## config.mk

```make
export PLATFORM = sky130hd
export DESIGN_NAME = act_quant
export DESIGN_NICKNAME = d
export VERILOG_FILES = /design/src/rtl/act_quant.sv
export SDC_FILE = /design/constraint.sdc
export NUM_CORES = 1
export LEC_CHECK = 0
export CORE_ASPECT_RATIO = 1.5
export CORE_MARGIN = 3
export CORE_UTILIZATION = 35
export CTS_CLUSTER_DIAMETER = 40
export DETAILED_ROUTE_END_ITERATION = 16
export PLACE_DENSITY = 0.61
export SKIP_LAST_GASP = 1
export SLEW_MARGIN = 30
export SYNTH_ARGS = -nofsm -noshare
export SYNTH_HDL_FRONTEND = slang
export SYNTH_SLANG_ARGS = --single-unit
```

## constraint.sdc

```tcl
create_clock -name clk -period 15.3 [get_ports clk]
set_clock_uncertainty 0.05 [all_clocks]
set_input_delay 3.06 -clock clk [delete_from_list [all_inputs] [get_ports clk]]
set_output_delay 3.06 -clock clk [all_outputs]
set_load 0.02 [all_outputs]
```

## src/rtl/act_quant.sv

```systemverilog
`timescale 1ns/1ps
// act_quant: per-token absmax activation quantizer (sequential scan + shared divider).
// Define ACT_QUANT_ROUND_EN for round-half-away-from-zero magnitudes (else truncate).
module act_quant #(
    parameter int ARR_WIDTH = 8,
    parameter int FXP_N     = 16,
    parameter int FXP_FRAC  = 8,
    parameter int Q_BITS    = 8
) (
    input  logic                        clk,
    input  logic                        rst,
    input  logic                        enable,
    input  logic                        start,
    input  logic [ARR_WIDTH*FXP_N-1:0]  input_arr,
    output logic                        busy,
    output logic                        done,
    output logic [ARR_WIDTH*Q_BITS-1:0] q_arr,
    output logic [FXP_N-1:0]            scale_out,
    output logic                        zero_vec
);

    localparam int IW = (ARR_WIDTH > 1) ? $clog2(ARR_WIDTH) : 1;
`ifdef ACT_QUANT_ROUND_EN
    localparam int DSTEPS = Q_BITS + 1;
`else
    localparam int DSTEPS = Q_BITS;
`endif
    localparam int SW   = $clog2(DSTEPS + 1);
    localparam int DW   = FXP_N + Q_BITS + 2;
    localparam int QMAX = (1 << (Q_BITS - 1)) - 1;

    localparam logic [DW-1:0]     QMAX_W    = DW'(QMAX);
    localparam logic [DSTEPS-1:0] QMAX_Q    = DSTEPS'(QMAX);
    localparam logic [IW-1:0]     LAST      = IW'(ARR_WIDTH - 1);
    localparam logic [SW-1:0]     STEP_LAST = SW'(DSTEPS);
    localparam logic [FXP_N-1:0]  MIN_NEG   = {1'b1, {(FXP_N-1){1'b0}}};
    localparam logic [FXP_N-1:0]  MAX_POS   = {1'b0, {(FXP_N-1){1'b1}}};

    localparam logic [2:0] S_IDLE  = 3'd0;
    localparam logic [2:0] S_SCAN  = 3'd1;
    localparam logic [2:0] S_QUANT = 3'd2;
    localparam logic [2:0] S_WB    = 3'd3;
    localparam logic [2:0] S_DONE  = 3'd4;

    if (FXP_FRAC < 0 || FXP_FRAC >= FXP_N) begin : g_frac_chk
        $error("act_quant: FXP_FRAC out of range");
    end

    logic [2:0]        state;
    logic [FXP_N-1:0]  cap  [ARR_WIDTH];
    logic [Q_BITS-1:0] q_sh [ARR_WIDTH];
    logic [FXP_N-1:0]  amax;
    logic              zflag;
    logic [IW-1:0]     idx;
    logic [SW-1:0]     step;
    logic [DW-1:0]     rem;
    logic [DW-1:0]     dsh;
    logic [DSTEPS-1:0] quo;

    logic [FXP_N-1:0]  cur_x;
    logic [FXP_N-1:0]  cur_abs;
    logic [FXP_N-1:0]  max_nxt;
    logic [DW-1:0]     num;
    logic [DW-1:0]     den;
    logic [DW-1:0]     rem_sub;
    logic              ge;
    logic [IW-1:0]     wb_idx;
    logic [DSTEPS-1:0] mag_c;
    logic [Q_BITS-1:0] mag;
    logic [Q_BITS-1:0] wb_val;

    always_comb begin
        cur_x = cap[idx];
        if (cur_x == MIN_NEG)
            cur_abs = MAX_POS;
        else if (cur_x[FXP_N-1])
            cur_abs = -cur_x;
        else
            cur_abs = cur_x;
        max_nxt = (cur_abs > amax) ? cur_abs : amax;
`ifdef ACT_QUANT_ROUND_EN
        num = (DW'(cur_abs) << 1) * QMAX_W + DW'(amax);
        den = DW'(amax) << 1;
`else
        num = DW'(cur_abs) * QMAX_W;
        den = DW'(amax);
`endif
        ge      = (rem >= dsh);
        rem_sub = rem - dsh;
        // writeback of element i-1 overlaps the load of element i
        wb_idx  = (state == S_WB) ? LAST : idx - 1'b1;
        mag_c   = (quo > QMAX_Q) ? QMAX_Q : quo;
        mag     = mag_c[Q_BITS-1:0];
        wb_val  = cap[wb_idx][FXP_N-1] ? -mag : mag;
    end

    always_ff @(posedge clk or posedge rst) begin
        if (rst) begin
            state     <= S_IDLE;
            busy      <= 1'b0;
            done      <= 1'b0;
            q_arr     <= '0;
            scale_out <= '0;
            zero_vec  <= 1'b0;
            amax      <= '0;
            zflag     <= 1'b0;
            idx       <= '0;
            step      <= '0;
            rem       <= '0;
            dsh       <= '0;
            quo       <= '0;
            for (int i = 0; i < ARR_WIDTH; i++) begin
                cap[i]  <= '0;
                q_sh[i] <= '0;
            end
        end else if (enable) begin
            case (state)
                S_IDLE: begin
                    if (start) begin
                        for (int i = 0; i < ARR_WIDTH; i++) begin
                            cap[i]  <= input_arr[i*FXP_N +: FXP_N];
                            q_sh[i] <= '0;
                        end
                        idx   <= '0;
                        amax  <= '0;
                        zflag <= 1'b0;
                        busy  <= 1'b1;
                        state <= S_SCAN;
                    end
                end
                S_SCAN: begin
                    amax <= max_nxt;
                    if (idx == LAST) begin
                        idx  <= '0;
                        step <= '0;
                        if (max_nxt == '0) begin
                            zflag <= 1'b1;
                            state <= S_WB;
                        end else begin
                            state <= S_QUANT;
                        end
                    end else begin
                        idx <= idx + 1'b1;
                    end
                end
                S_QUANT: begin
                    if (step == '0) begin
                        rem  <= num;
                        dsh  <= den << (DSTEPS - 1);
                        quo  <= '0;
                        step <= SW'(1);
                        if (idx != '0)
                            q_sh[wb_idx] <= wb_val;
                    end else begin
                        if (ge)
                            rem <= rem_sub;
                        quo <= {quo[DSTEPS-2:0], ge};
                        dsh <= dsh >> 1;
                        if (step == STEP_LAST) begin
                            if (idx == LAST) begin
                                state <= S_WB;
                            end else begin
                                idx  <= idx + 1'b1;
                                step <= '0;
                            end
                        end else begin
                            step <= step + 1'b1;
                        end
                    end
                end
                S_WB: begin
                    if (!zflag)
                        q_sh[LAST] <= wb_val;
                    for (int i = 0; i < ARR_WIDTH; i++) begin
                        if (i == ARR_WIDTH - 1 && !zflag)
                            q_arr[i*Q_BITS +: Q_BITS] <= wb_val;
                        else
                            q_arr[i*Q_BITS +: Q_BITS] <= q_sh[i];
                    end
                    scale_out <= amax;
                    zero_vec  <= zflag;
                    done      <= 1'b1;
                    state     <= S_DONE;
                end
                S_DONE: begin
                    done  <= 1'b0;
                    busy  <= 1'b0;
                    state <= S_IDLE;
                end
                default: state <= S_IDLE;
            endcase
        end
    end

endmodule

```

# Yosys cells after proc, flatten, opt, wreduce, memory -nomap -nowiden
# Cells that the tools add are included.
# W data, S select, Z words.
word_totals:
  in_bits: 132
  latchBits: 0
  mem_bits_ro: 0
  out_inout_bits: 83
  n_memories: 0
  wordCells: 139
  register_bits: 362
  ramBits: 0
classes:
  multipliers: 1
  n_div: 0
  reduce_logical: 26
  n_bitwise: 2
  n_mux: 52
  n_shift: 0
  order_cmp: 6
  eq_ne: 17
  n_addsub: 6
ops:
  columns: ["operator", "n"]
  rows:
  - ["$mux W64", 3]
  - ["$mux W16", 8]
  - ["$pmux W56 S2", 1]
  - ["$bmux W16 S3", 2]
  - ["$bwmux W64", 1]
  - ["$mux W26", 2]
  - ["$mux W8", 5]
  - ["$mux W3", 11]
  - ["$pmux W16 S2", 1]
  - ["$ge A26 B26 Y1", 1]
  - ["$sub A26 B26 Y26", 1]
  - ["$mux W25", 1]
  - ["$demux W8 S3", 1]
  - ["$pmux W8 S3", 1]
  - ["$mul A16 B7 Y23 const B", 1]
  - ["$ne A2 B2 Y1 const B", 9]
  - ["$eq A16 B16 Y1 const B", 1]
  - ["$gt A16 B16 Y1", 1]
  - ["$logic_not A16 Y1", 1]
  - ["$mux W4", 4]
  - ["$neg A16 Y16", 1]
  - ["$reduce_and A5 Y1", 3]
  - ["$pmux W3 S4", 1]
  - ["$reduce_and A3 Y1", 4]
  - ["25 further kinds", 45]

# Longest topological paths before layout
# Gate-level depths: netlist (run 1).
logic_depth:
  depth_word: 13
  ltp_mapped: 33
  mapped_depth_nobuf: 27

# Worst setup path after synthesis (run 1)
# OpenSTA, ideal clock, no wires.
synth_timing:
  path_type: "register -> register"
  startpoint: "reg idx[2]"
  endpoint: "reg rem[21]"
  slack_ns: 7.770
  path_buffers: 6
  t_arrival_ns: 7.359
  setup_time_ns: 0.121
  synth_period_minus_slack_ns: 7.530
  stages_incl_launch_ff: 32
  required_ns: 15.129
  path_cell_list: "dfrtp_1 -> buf_6 -> buf_6 -> buf_6 -> buf_4 -> buf_4 -> buf_4 -> mux4_2 -> mux2i_1 -> ha_1 -> nand3_2 -> nor4_2 -> nor2_1 -> mux2_2 -> inv_1 -> fa_1 -> inv_1 -> fa_1 -> fa_1 -> inv_1 -> fa_1 -> ha_1 -> a21o_1 -> a21oi_1 -> nor2b_1 -> or4_1 -> nor3_1 -> nor3_1 -> a31oi_1 -> xor2_1 -> o21ai_0 -> o22a_1"
synth_via:
  elab_chain_cells: 9
  elab_cells_between_ends: 10
  cone_classes: "add/sub: 1; mul: 1; eq/ne: 1; mux: 6; bitwise: 1"
synth_lines:
  columns: ["element", "line_no", "rtl"]
  rows:
  - ["from (decl)", "54", "logic [IW-1:0] idx;"]
  - ["from (signal assigned)", "143", "idx <= idx + 1'b1;"]
  - ["from (signal assigned)", "163", "idx <= idx + 1'b1;"]
  - ["$not A3 Y4 (implied by the code) *", "73", "cur_x = cap[idx];"]
  - ["$bmux W16 S3 *", "73", null]
  - ["$mux W16 (implied by the code) * (2 in a row)", "73", null]
  - ["$neg A16 Y16", "77", "cur_abs = -cur_x;"]
  - ["$mux W16", "76", "else if (cur_x[FXP_N-1])"]
  - ["$mux W16 *", "74", "if (cur_x == MIN_NEG)"]
  - ["$mul A16 B7 Y23 *", "85", "num = DW'(cur_abs) * QMAX_W;"]
  - ["$mux W26 *", "147", "if (step == '0) begin"]
  - ["to (signal assigned)", "148", "rem <= num;"]
  - ["to (signal assigned)", "156", "rem <= rem_sub;"]
  - ["to (decl)", "56", "logic [DW-1:0] rem;"]
# Mark *: on every way between the ends. The rest lies on a longest branch, timed or not. The select of a mux whose other input is x is not followed.
# A chain may end at the register's enable or synchronous reset.

# Final worst setup path (run 1)
# Same ends and word-level chain as after synthesis.

==> results of run 1 <==
logic make-up after synthesis:
kind of cell    share of synthesized area, %
simple gates                            10.3
xor+xnor                                2.13
mux                                     15.4
fa+ha+maj                               10.7
compound gates                          13.3
buf+inv                                 4.42
flops                                   43.8
stage by stage:
| step | hold slack (ns) | cell area, um2 | utilization (%) | setup slack (ns) | cells |
|---|---|---|---|---|---|
| 2_1_floorplan | 0.396 | 20500 | - | 2.23 | 1915 |
| 3_3_place_gp | 0.411 | 23500 | 40.5 | 6.80 | 2837 |
| 3_5_place_dp | 0.418 | 23500 | 40.5 | 6.72 | 2837 |
| 4_1_cts | 0.431 | 25100 | 43.3 | 6.66 | 2921 |
| 5_1_grt | 0.454 | 25100 | 43.3 | 6.20 | 2921 |
| 6_report | 0.426 | 25100 | 43.3 | 6.68 | 2922 |
worst max path at each step:
stage	endpoint	slack [ns]	cells after the start
after CTS	rem[21]	6.66	23
after global routing	rem[21]	6.20	23
after global placement	rem[21]	6.80	23
after detailed placement	rem[21]	6.72	23
after floorplan	amax[0]	2.23	1
final	rem[21]	6.68	22
sequential cells by signal, summed over array words and instances (netlist names):
signal,cells
dsh,23
step,4
rem,26
zero_vec,1
quo,8
q_arr,64
zflag,1
q_sh,64
scale_out,16
idx,3
done,1
cap,128
state,3
busy,1
amax,16
layer usage:
| layer | global-route usage, % | up-vias | wire, um |
|---|---|---|---|
| met3 | 2.98 | 93 | 2640 |
| met1 | 22.7 | 7660 | 23600 |
| met4 | 6.08 | 0 | 1810 |
| li1 | - | 7216 | - |
| met2 | 33.6 | 394 | 29900 |
| met5 | 0 | - | 0 |
final cells by class:
class | instances | area share, %
clock inverter | 30 | 1.60
tap | 770 | 3.84
multi-input combinational | 1328 | 42.5
sequential | 359 | 35.8
antenna | 1 | 0.00996
inverter | 149 | 2.26
clock buffer | 54 | 4.95
timing repair buffer | 231 | 9.06
tightest hold or removal path, stage by stage (launching register included):
cell	delay, ns
dfrtp_1	0.34
nand2_1	0.05
o31ai_1	0.05
cell usage in the layout (no fill, tap or decap), types with 8 or more instances in the layout:
| cell | synthesis | final |
|---|---|---|
| mux4_2 | 28 | 28 |
| clkdlybuf4s50_1 | 0 | 214 |
| nand3_1 | 41 | 39 |
| mux2i_1 | 29 | 29 |
| nand2b_1 | 13 | 13 |
| nor3_1 | 41 | 41 |
| fa_1 | 54 | 54 |
| o31ai_1 | 16 | 16 |
| buf_4 | 5 | 15 |
| a22o_1 | 39 | 39 |
| nand4_1 | 12 | 12 |
| o21a_1 | 9 | 9 |
| nor2b_1 | 21 | 20 |
| or3_1 | 11 | 11 |
| ha_1 | 89 | 89 |
| nor2_1 | 135 | 134 |
| nand2_1 | 144 | 142 |
| a21oi_1 | 103 | 102 |
| dfrtp_1 | 359 | 357 |
| o41ai_1 | 8 | 8 |
| mux2_2 | 194 | 194 |
| xnor2_1 | 34 | 34 |
| a211oi_1 | 26 | 26 |
| a31oi_1 | 9 | 9 |
| a21o_1 | 21 | 21 |
| inv_1 | 146 | 145 |
| o21ai_0 | 133 | 132 |
| xor2_1 | 14 | 14 |
| clkbuf_16 | 0 | 47 |
==> flow_summary.ini, run 1 <==
[routing]
initialDrtViolationCount = 944
viasPerCell = 5.26
first_pass_iters = 5
finalWirelength_um = 57900
postRouteAntennaNets = 0
vias = 15363
drcViolationCount = 0
routedWlPerCell_um = 19.8

[worst_hold_path]
min_to = dsh[2]
hold_class = flip-flop to flip-flop
whs_path_depth = 2
hp-start = dsh[2]

[sta]
rsz0062_at_grt = false
tns_ns = 0
drv_slew = 0
max_freq_ghz = 0.116
fin_crit_sh_pct = 56.3
setup-violations-final = 0
tightest_slew_ns = 0.994
hold_violations = 0
fin_crit_ns = 8.62
relSlewSlack_pct = 32.9

[outcome]
status = finished, final reports clean

[setup_path]
reg2reg_slack_ns = 6.68
r2r-end = rem[21]
worstSetupPathType = flip-flop to flip-flop
endpoint_kind = flip-flop
critPathLaunchType = flip-flop
crit_required_ns = 15.72
crit_fanout = 62
cpLargestDelayFamily = adder cells
r2r_cells = 22
path_cells = mux4_2 > mux2i_1 > and2_4 > nand2_4 > o41ai_1 > mux2i_1 > inv_1 > fa_1 > inv_1 > fa_1 > fa_1 > inv_1 > ha_1 > ha_1 > nand4_1 > a2111oi_0 > nor3_1 > nor3_1 > a31oi_1 > xor2_1 > o21ai_0 > o22a_1
worst-path-buf-inv = 3
cp.arrival_ns = 9.04
critical_path.startpoint = idx[2]
critPathMaxStageDelay_ns = 0.96
crit_slowest_cell = dfrtp_4
reg2reg_from = idx[2]

[synth]
synthTopCellsByArea = dfrtp_1, mux2_2, ha_1
yosysMostFrequentCell = dfrtp_1
syn_area_per_cell_um2 = 10.7
synth_edf_count = 0
yosys.area.top_type = dfrtp_1
syn_area_um2 = 20500
ys.warnings.count = 0
synth_common_cells = dfrtp_1, mux2_2, inv_1
syn_inst = 1915
synth_seq_cells = 359
synth_fp_nets = 2190
async_reset_ff_share_pct = 100
synth_cell_types = 81
synth_top_area_share_pct = 43.8
ys.flop_type = dfrtp_1
ys_seq_area_share_pct = 43.8

[clock_network]
holdBufCountCts = 0
numCtsBuffers = 46
htreeDepth = 2
ctsResizeCount = 0
cts-root-buf = clkbuf_16
clkLatencyLatePin_ns = 0.60
path_clk_slew_ns = 0.06
cts_setup_buffers = 0
clockBufferDepth = 3
cts.sinks = 359
cts_tree = yes

[final_layout]
seq_area_um2 = 8990
multiInputGateArea_um2 = 10700
area_growth_pct = 22.4
nFillCells = 5500
final_layout_size_suffix_gt1_share_pct = 16.4
finish.net_count = 2390

[floorplan]
design.core.area_um2 = 58000
die-height_um = 303
ios = 215
start_util_pct = 35.4
die_w_um = 204
dieArea_um2 = 61700
rows = 108

[flow_run]
maxCapViolCount = 0

[grt]
antenna_found_initial = 1
grt_pass1_vias = 15803
grt_pass1_wl_um = 90300
gr-usage-all-layers_pct = 18.6
grt_max_degree = 97
overflow = 0

[placed_design]
gp_congestion = 0.903
dpl.hpwl_um = 44000
portBuffers = 214
Power of run 1 is left out: the tool's default activity adds up to more than one toggle a clock period on the data nets, which glitch-free logic cannot reach.
==> inputs of run 2 (changes only) <==
Clock period 15.3 ns to 8.82 ns, I/O delays scaled along.
==> flow_summary.ini, run 2 (synthesis results as in run 1) <==
[clock_network]
path_clk_slew_ns = 0.06
cts-root-buf = clkbuf_16
ctsResizeCount = 0
htreeDepth = 2
cts.sinks = 359
cts_setup_buffers = 0
clockBufferDepth = 3
cts_tree = yes
holdBufCountCts = 0
clkLatencyLatePin_ns = 0.61
numCtsBuffers = 50

[sta]
relSlewSlack_pct = 38.3
rsz0062_at_grt = false
fin_crit_sh_pct = 94.9
max_freq_ghz = 0.119
setup-violations-final = 0
tightest_slew_ns = 0.902
fin_crit_ns = 8.37
drv_slew = 0
hold_violations = 0
tns_ns = 0

[floorplan]
rows = 108
dieArea_um2 = 61700
start_util_pct = 35.4
ios = 215
design.core.area_um2 = 58000
die-height_um = 303
die_w_um = 204

[setup_path]
worstSetupPathType = flip-flop to flip-flop
r2r_cells = 22
worstSetupEndpoint = rem[21]
r2r-end = rem[21]
reg2reg_slack_ns = 0.45
critPathLaunchType = flip-flop
crit_required_ns = 9.25
critical_path.startpoint = idx[2]
endpoint_kind = flip-flop
cp.arrival_ns = 8.80
reg2reg_from = idx[2]
crit_fanout = 45

[routing]
initialDrtViolationCount = 835
first_pass_iters = 5
vias = 15545
drcViolationCount = 0
postRouteAntennaNets = 0
viasPerCell = 5.30
finalWirelength_um = 58000
routedWlPerCell_um = 19.8

[worst_hold_path]
hold_class = flip-flop to flip-flop

[final_layout]
finish.net_count = 2401
nFillCells = 5456
largestRegisters = cap (128), q_arr (64), q_sh (64)
final_cell_mix = dfrtp_1, clkdlybuf4s50_1, mux2_2
final_layout_size_suffix_gt1_share_pct = 17.0
largest_register_ffs = 128
regMostFlops = cap
final_common_cell = dfrtp_1
area_growth_pct = 23.5
n_antenna_cell = 0
fin_area_um2 = 25300

[placed_design]
dpl-instance-area_um2 = 23500
gp_congestion = 0.958
dpl.hpwl_um = 44100
portBuffers = 214

[grt]
grt_pass1_vias = 16250
grt_max_degree = 167
gr-usage-all-layers_pct = 19.0
antenna_found_initial = 1
grt_pass1_wl_um = 92500
overflow = 0

[outcome]
status = finished, final reports clean

[flow_run]
maxCapViolCount = 0
[run 2: per-stage QoR]
stage	utilization [%]	cells	setup WS, ns	hold WS (ns)
2_1_floorplan	-	1915	1.29	0.396
3_3_place_gp	40.6	2843	0.503	0.411
3_5_place_dp	40.6	2843	0.401	0.417
4_1_cts	43.7	2934	0.371	0.430
5_1_grt	43.7	2935	0.00273	0.463
6_report	43.7	2935	0.450	0.425
[run 2: area by class of cell]
class	count	area [um2]	share of cell area [%]
clock inverters	35	452	1.78
multi-input cells	1328	10700	42.2
clock buffers	56	1320	5.22
well taps	770	963	3.80
inverters	149	563	2.22
repair buffers	238	2360	9.32
flip-flops and latches	359	8990	35.5
[run 2: routing by layer]
layer	global-route usage, %	part of all wire, %	vias to the layer above
met5	0	0	-
met4	7.22	3.9	0
met3	3.17	5.0	134
met2	33.8	51	464
met1	23.1	40	7702
li1	-	-	7245
[run 2: critical path, stage by stage (launching register included)]
cell and delay [ns]:
dfrtp_4 0.84, mux4_1 0.69, mux2i_1 0.39, and2_4 0.24, nand4_1 0.08, o21ai_0 0.22, mux2i_1 0.66, inv_1 0.29
fa_1 0.65, inv_1 0.08, fa_1 0.53, fa_1 0.45, fa_1 0.51, inv_1 0.04, ha_1 0.39, nand4_1 0.16
a2111oi_0 0.83, nor3_1 0.15, nor3_1 0.33, a31oi_1 0.16, xor2_1 0.16, o21ai_0 0.09, o22a_1 0.21
[run 2: how the worst min path moves through the flow]
stage                          endpoint     startpoint  slack (ns)  cells after the start
after detailed placement         dsh[4]         dsh[4]        0.42                      2
after global routing           cap[119]       cap[119]        0.46                      1
final                            dsh[4]         dsh[4]        0.42                      2
after global placement    scale_out[10]  scale_out[10]        0.41                      2
after floorplan                q_sh[15]       q_sh[15]        0.40                      2
after CTS                        dsh[4]         dsh[4]        0.43                      2
Power of run 2 is left out for the same reason.
